<file path="src/rtl/uart_rx_if.sv">
// Serial receive bundle: line input plus byte/status outputs.
// The receiver takes the slave side; the line driver takes the master side.
interface uart_rx_if;
    logic       i_rx;
    logic [7:0] o_data;
    logic       o_vld;
    logic       o_err;
    logic       o_busy;

    modport master (
        output i_rx,
        input  o_data,
        input  o_vld,
        input  o_err,
        input  o_busy
    );

    modport slave (
        input  i_rx,
        output o_data,
        output o_vld,
        output o_err,
        output o_busy
    );
endinterface

</file>
<file path="src/rtl/uart_rx.sv">
// 8N1 UART receiver: 2-flop synchronizer, falling-edge start detect,
// mid-bit sampling on a fixed DIV grid, framing-error flag on a bad stop bit.
module uart_rx #(
    parameter int FREQ = 50_000_000,
    parameter int RATE = 2_000_000
) (
    input  logic     clk,
    input  logic     rst,
    uart_rx_if.slave bus
);
    localparam int DIV  = FREQ / RATE;
    localparam int HALF = DIV / 2;
    localparam int CW   = (DIV > 2) ? $clog2(DIV) : 2;

    generate
        if (DIV < 4) begin : g_div_chk
            $error("uart_rx: FREQ/RATE must be at least 4");
        end
    endgenerate

    typedef enum logic [1:0] {
        IDLE,
        START,
        DATA,
        STOP
    } state_t;

    state_t        state;
    logic          rx_meta;
    logic          rx_s;
    logic          rx_p;
    logic [CW-1:0] cnt;
    logic [2:0]    idx;
    logic [7:0]    shreg;
    logic [7:0]    data;
    logic          vld;
    logic          err;
    logic          busy;

    always_ff @(posedge clk or posedge rst) begin
        if (rst) begin
            state   <= IDLE;
            rx_meta <= 1'b1;
            rx_s    <= 1'b1;
            rx_p    <= 1'b1;
            cnt     <= '0;
            idx     <= '0;
            shreg   <= '0;
            data    <= '0;
            vld     <= 1'b0;
            err     <= 1'b0;
            busy    <= 1'b0;
        end else begin
            rx_meta <= bus.i_rx;
            rx_s    <= rx_meta;
            rx_p    <= rx_s;
            vld     <= 1'b0;
            err     <= 1'b0;
            // free-running grid: every sample lands exactly DIV after the last
            if (cnt == CW'(DIV - 1)) begin
                cnt <= '0;
            end else begin
                cnt <= cnt + CW'(1);
            end
            unique case (state)
                IDLE: begin
                    cnt <= '0;
                    if (rx_p && !rx_s) begin
                        state <= START;
                        cnt   <= CW'(1);
                        busy  <= 1'b1;
                    end
                end
                START: begin
                    if (cnt == CW'(HALF)) begin
                        cnt <= CW'(1);
                        idx <= '0;
                        if (rx_s) begin
                            state <= IDLE;
                            busy  <= 1'b0;
                        end else begin
                            state <= DATA;
                        end
                    end
                end
                DATA: begin
                    if (cnt == '0) begin
                        shreg <= {rx_s, shreg[7:1]};
                        idx   <= idx + 3'd1;
                        if (idx == 3'd7) begin
                            state <= STOP;
                        end
                    end
                end
                STOP: begin
                    if (cnt == '0) begin
                        state <= IDLE;
                        busy  <= 1'b0;
                        if (rx_s) begin
                            data <= shreg;
                            vld  <= 1'b1;
                        end else begin
                            err  <= 1'b1;
                        end
                    end
                end
                default: state <= IDLE;
            endcase
        end
    end

    assign bus.o_data = data;
    assign bus.o_vld  = vld;
    assign bus.o_err  = err;
    assign bus.o_busy = busy;
endmodule

</file>
<file path="src/flat_wrapper.sv">
// flat-port wrapper written by rule: the top's interface ports become plain ports
module uart_rx_flat 
#(
    parameter int FREQ = 50_000_000,
    parameter int RATE = 2_000_000
)
  (clk, rst, bus_i_rx, bus_o_data, bus_o_vld, bus_o_err, bus_o_busy);
  uart_rx_if bus_i ();
  input  logic clk;
  input  logic rst;
  input wire logic [$bits(bus_i.i_rx)-1:0] bus_i_rx;
  output wire logic [$bits(bus_i.o_data)-1:0] bus_o_data;
  output wire logic [$bits(bus_i.o_vld)-1:0] bus_o_vld;
  output wire logic [$bits(bus_i.o_err)-1:0] bus_o_err;
  output wire logic [$bits(bus_i.o_busy)-1:0] bus_o_busy;
  assign bus_i.i_rx = bus_i_rx;
  assign bus_o_data = bus_i.o_data;
  assign bus_o_vld = bus_i.o_vld;
  assign bus_o_err = bus_i.o_err;
  assign bus_o_busy = bus_i.o_busy;
  uart_rx #(.FREQ(FREQ), .RATE(RATE)) u_core (.clk(clk), .rst(rst), .bus(bus_i));
endmodule
</file>
<file path="config.mk">
export PLATFORM = sky130hd
export DESIGN_NAME = uart_rx_flat
export DESIGN_NICKNAME = d
export VERILOG_FILES = /design/src/rtl/uart_rx_if.sv /design/src/rtl/uart_rx.sv /design/src/flat_wrapper.sv
export SDC_FILE = /design/constraint.sdc
export NUM_CORES = 1
export LEC_CHECK = 0
export ABC_AREA = 1
export CAP_MARGIN = 15
export CORE_ASPECT_RATIO = 1.4
export CORE_MARGIN = 1.5
export CORE_UTILIZATION = 59
export DETAILED_ROUTE_END_ITERATION = 8
export PLACE_DENSITY = 0.8
export SLEW_MARGIN = 20
export SYNTH_ARGS = -nofsm -noshare
export SYNTH_HDL_FRONTEND = slang
export SYNTH_SLANG_ARGS = --single-unit
</file>
<file path="constraint.sdc">
create_clock -name clk -period 2.9 [get_ports clk]
set_input_delay 0.58 -clock clk [delete_from_list [all_inputs] [get_ports clk]]
set_output_delay 0.58 -clock clk [all_outputs]
set_load 0.01 [all_outputs]
</file>
# After elaboration in Yosys (flattened, before gate mapping)
# Cells that the tools add are included.
# word_totals
ff_bits,32
out_inout_bits,11
ram_bits,0
mem_bits_ro,0
latchBits,0
memories,0
# op_classes
n_shift,0
bitwise_logic,0
n_mul,0
div_mod_pow,0
magnitude_cmp,0
add_sub_neg,2
muxes,25
eq_ne,12
reduce_logical,11
# op_table
operator,n
2-bit 2-to-1 mux,6
"2-bit by 1-bit inequality test with 1-bit output, second input constant",6
1-bit 2-to-1 mux,11
5-bit 2-to-1 mux,2
5-bit one-hot mux with 2 select lines,1
5-bit AND reduction,2
2-bit one-hot mux with 4 select lines,1
3-bit 2-to-1 mux,2
3-bit one-hot mux with 2 select lines,1
3-bit AND reduction,2
"5-bit by 1-bit adder with 5-bit output, second input constant",1
"5-bit by 4-bit equality test with 1-bit output, second input constant",1
"5-bit equality test, second input constant",1
5-bit logical NOT,1
"2-bit equality test, second input constant",2
"3-bit by 1-bit adder with 3-bit output, second input constant",1
"3-bit equality test, second input constant",1
1-bit one-hot mux with 3 select lines,1
3-bit nonzero test,1
"2-bit by 1-bit equality test with 1-bit output, second input constant",1
2-bit logical NOT,1
2-bit AND reduction,1
2-bit nonzero test,1
1-bit logical AND,1
1-bit logical NOT,1

# Longest topological paths before layout
# depth
word_depth,4
ltp_mapped,11
ltp_nobuf,11

# Worst setup path before layout
# OpenSTA, ideal clock, no wires.
# synth_timing
path_kind,register to register
from,reg u_core.cnt[0]
to,"reg u_core.data[1], in the netlist u_core.bus.o_data[1]"
arrival_ns,1.238
period_less_slack_ns,1.356
setup_time_ns,0.118
slack_ns,1.544
path_buffers,1
stages_incl_launch_ff,11
required_time_ns,2.782
cell_sequence,dfrtp_1 > inv_1 > ha_1 > inv_1 > nor2_2 > nand2_2 > inv_2 > nand3_4 > buf_6 > nand2_2 > o21ai_2
# synth_between
elab_chain_cells,2
# synth_rtl
element,line,rtl
"start, declared",uart_rx.sv:32,logic [CW-1:0] cnt;
"start signal, assigned",uart_rx.sv:63,cnt <= cnt + CW'(1);
5-bit logical NOT,uart_rx.sv:96,if (cnt == '0) begin
3-bit AND reduction (no source line),n/a,
"end signal, assigned",uart_rx.sv:100,data <= shreg;
"end, declared",uart_rx.sv:35,logic [7:0] data;
# Every way passes these cells.
# A chain may end at the register's enable or synchronous reset.

# Worst setup path after layout
# layout_timing
from,"reg u_core.data[1], in the netlist u_core.bus.o_data[1]"
to,out bus_o_data[1]
# layout_lines
element,line,rtl
"end, declared",flat_wrapper.sv:12,output wire logic [$bits(bus_i.o_data)-1:0] bus_o_data;
# No word-level cell between the ends.

==> results.md <==
* Data arrival time of the critical path at 1.24 ns
* Most common library cell in the layout ignoring fill and taps: sky130_fd_sc_hd__nand2_1
* Area of the core at 0.00239 mm2
* CTS max path bufs at 2
* Insertion delay of the later-clocked pin in the worst-skew pair at 0.33 ns
* Post-route worst setup slack at 1.08 ns
* Nets in the synthesized netlist at 159
* Total Neg Setup Slack at 0 ns
* Total clock sinks at 32
* CTS Root Buffer Type: sky130_fd_sc_hd__clkbuf_4
* Remaining antenna violation count after routing at 0
* Max cap viols at 0
* # DRC at 0
* Run status: finished clean
* Io pins at 14
* Required time of the critical path at 2.32 ns
* Sort of element at the end of the critical path: output pin
* Time the worst path needs with I/O delays and setup at 1.82 ns
* Maximum operating frequency at 0.550 GHz
* Initial antenna violation count at 0
* Cells taking the most area after synthesis: sky130_fd_sc_hd__dfrtp_1, sky130_fd_sc_hd__nand2_1, sky130_fd_sc_hd__o21ai_2, sky130_fd_sc_hd__dfstp_2, sky130_fd_sc_hd__inv_1
* Share of post-route cells with drive strength above 1 at 25.0%
* FF+latch count, synth at 32
* Chip width at 45.2 um
* Clock tree from TritonCTS: done
* Cts-stage hold buffer count at 0
* Die outline height at 62.1 um
* Maximum cell stage delay along the critical path at 0.54 ns
* Drt first pass iters at 4
* Detailed-placement wirelength estimate at 1750 um
* Total of buffers placed on input and output ports at 13
* CTS Buf Count at 5
* Reported leakage power at 0.838 nW
* Startpoint type of the worst setup path: flip-flop
* Total inserted antenna cells at 0
* Cell-by-cell trace of the critical path: clkdlybuf4s50_1
* Actual slew at the worst max-slew pin at 0.702 ns
* Netlist Area Pre-Place at 0.00147 mm2
* Setup CP Type: flip-flop to output pin
* Die footprint at 0.00281 mm2
* Count of distinct cell types in the synthesized netlist at 22
* Average instance area after synthesis at 9.70 um2
* Slew HR at 53.2%
* First-pass GRT wire length at 4240 um
* Post-synthesis cell count at 152
* Initial drt markers at 17
* Sequential fraction of the synthesis area at 54.6%
* Total via count in the routed design at 1041
* Final instance area at 0.00169 mm2
* Crit Path Max Fanout at 2
* Proportion of netlist area held by the largest area contributor at 49.2%
* Minimum setup slack after placement at 1.25 ns
* Family of cells with the greatest summed delay on the critical path: buffers and inverters
* Core utilization of the finished layout at 70.6%
* Growth of design area from synthesis to finish at 14.6%
* Final period utilization at 62.6%
* Combined global-route utilization of all metal layers at 21.1%
* Highest-count cells in the layout ignoring fill and taps: sky130_fd_sc_hd__nand2_1, sky130_fd_sc_hd__dfrtp_1, sky130_fd_sc_hd__inv_1, sky130_fd_sc_hd__o21ai_2, sky130_fd_sc_hd__clkdlybuf4s50_1
* Num rows at 21
* Postcts setup bufs at 0
* Nets at 178
* Routability congestion estimate from global placement at 0.765
* Worst min-delay path class: flip-flop to flip-flop
* Vias per cell at 5.05
* Slowest library cell on the worst path: sky130_fd_sc_hd__clkdlybuf4s50_1
* Number of warnings issued by yosys at 0
* Clock-pin slew on the worst setup and hold paths at 0.10 ns
* Maximum number of pins on one net before global-route repair at 21
* Overall power at 1.54 mW
* Skew final at 0.00743 ns
* Initial standard-cell utilization of the core at 61.6%
* Instance area after placement at 0.00163 mm2
* WP buf/inv at 1
* Worst vdd ir at 608 uV
* Power density relative to cell area at 909 mW/mm2
* Post-CTS resize count at 0
* Global route overflow at 0
* Cell type contributing the most total cell area after synthesis: sky130_fd_sc_hd__dfrtp_1
* Vias in the first global route at 980
* Detail-routed net length per standard cell at 11.5 um
* Final hold violation count at 0
* Final setup violation count at 0
* Total count of max-transition violations in the final report at 0
* Routed Wire Length at 2360 um
* Setup repair after global routing missed its margin: no
* Total number of H-tree levels at 2
==> layer usage <==
layer  global-route usage, %  wire, um
met5                       0         0
met4                    12.5        78
met3                    7.27        80
met2                    32.1      1230
met1                    24.9       968
==> cell type report <==
class / count / area [um2]
flip-flops and latches: 32 / 805
fillers: 193 / 702
multi-input cells: 93 / 546
repair buffers: 15 / 145
inverters: 24 / 90.1
clock buffers: 6 / 51.3
well taps: 34 / 42.5
clock inverters: 2 / 10.0
==> Yosys cell counts (all sizes together) <==
cell type and number:
o21ai 18, xor2 2, nor2 11, xnor2 1
buf 3, ha 4, nand3 9, nand4 3
nor3 1, nand2 43, inv 23, nand3b 1
dfrtp 29, dfstp 3, clkinv 1
==> flip-flops by register name, summed over array words and instances (netlist names), named ones only <==
name / count
u_core.bus.o_busy: 1
u_core.bus.o_data: 8
u_core.bus.o_err: 1
u_core.bus.o_vld: 1
u_core.cnt: 5
u_core.idx: 3
u_core.rx_meta: 1
u_core.rx_p: 1
u_core.rx_s: 1
u_core.shreg: 8
u_core.state: 1
==> through the flow <==
| stage | hold WS (ns) | cells |
|---|---|---|
| 6_report | 0.360 | 206 |
| 5_1_grt | 0.365 | 206 |
| 4_1_cts | 0.361 | 206 |
| 3_5_place_dp | 0.348 | 198 |
| 3_3_place_gp | 0.346 | 198 |
| 2_1_floorplan | 0.345 | 152 |
==> cells by family after synthesis <==
| logic type | synth area share [%] |
|---|---|
| xor gates and xnor gates | 1.78 |
| adders and majority gates | 3.40 |
| DFF | 54.6 |
| AOI/OAI and AO/OA | 10.2 |
| buffers and inverters | 8.40 |
| and+or+nand+nor | 21.6 |
==> power breakdown <==
group	switching (mW)	internal (mW)	leakage [nW]
Sequential	0.0992	0.571	0.420
Combinational	0.364	0.237	0.380
Clock	0.150	0.115	0.0380
==> path summary, 6_finish.rpt <==
check	startpoint	end	slack [ns]	cells after the start
max in group asynchronous	rst	u_core.cnt[2]	1.68	3
worst max-delay path	u_core.bus.o_data[1]	bus_o_data[1]	1.08	1
worst min register to register	u_core.rx_meta	u_core.rx_s	0.36	0
worst max register to register	u_core.cnt[0]	u_core.idx[2]	1.26	9
worst min-delay path	u_core.rx_meta	u_core.rx_s	0.36	0
min in group asynchronous	rst	u_core.shreg[7]	0.64	2
Power figures use the tool's default switching activity.
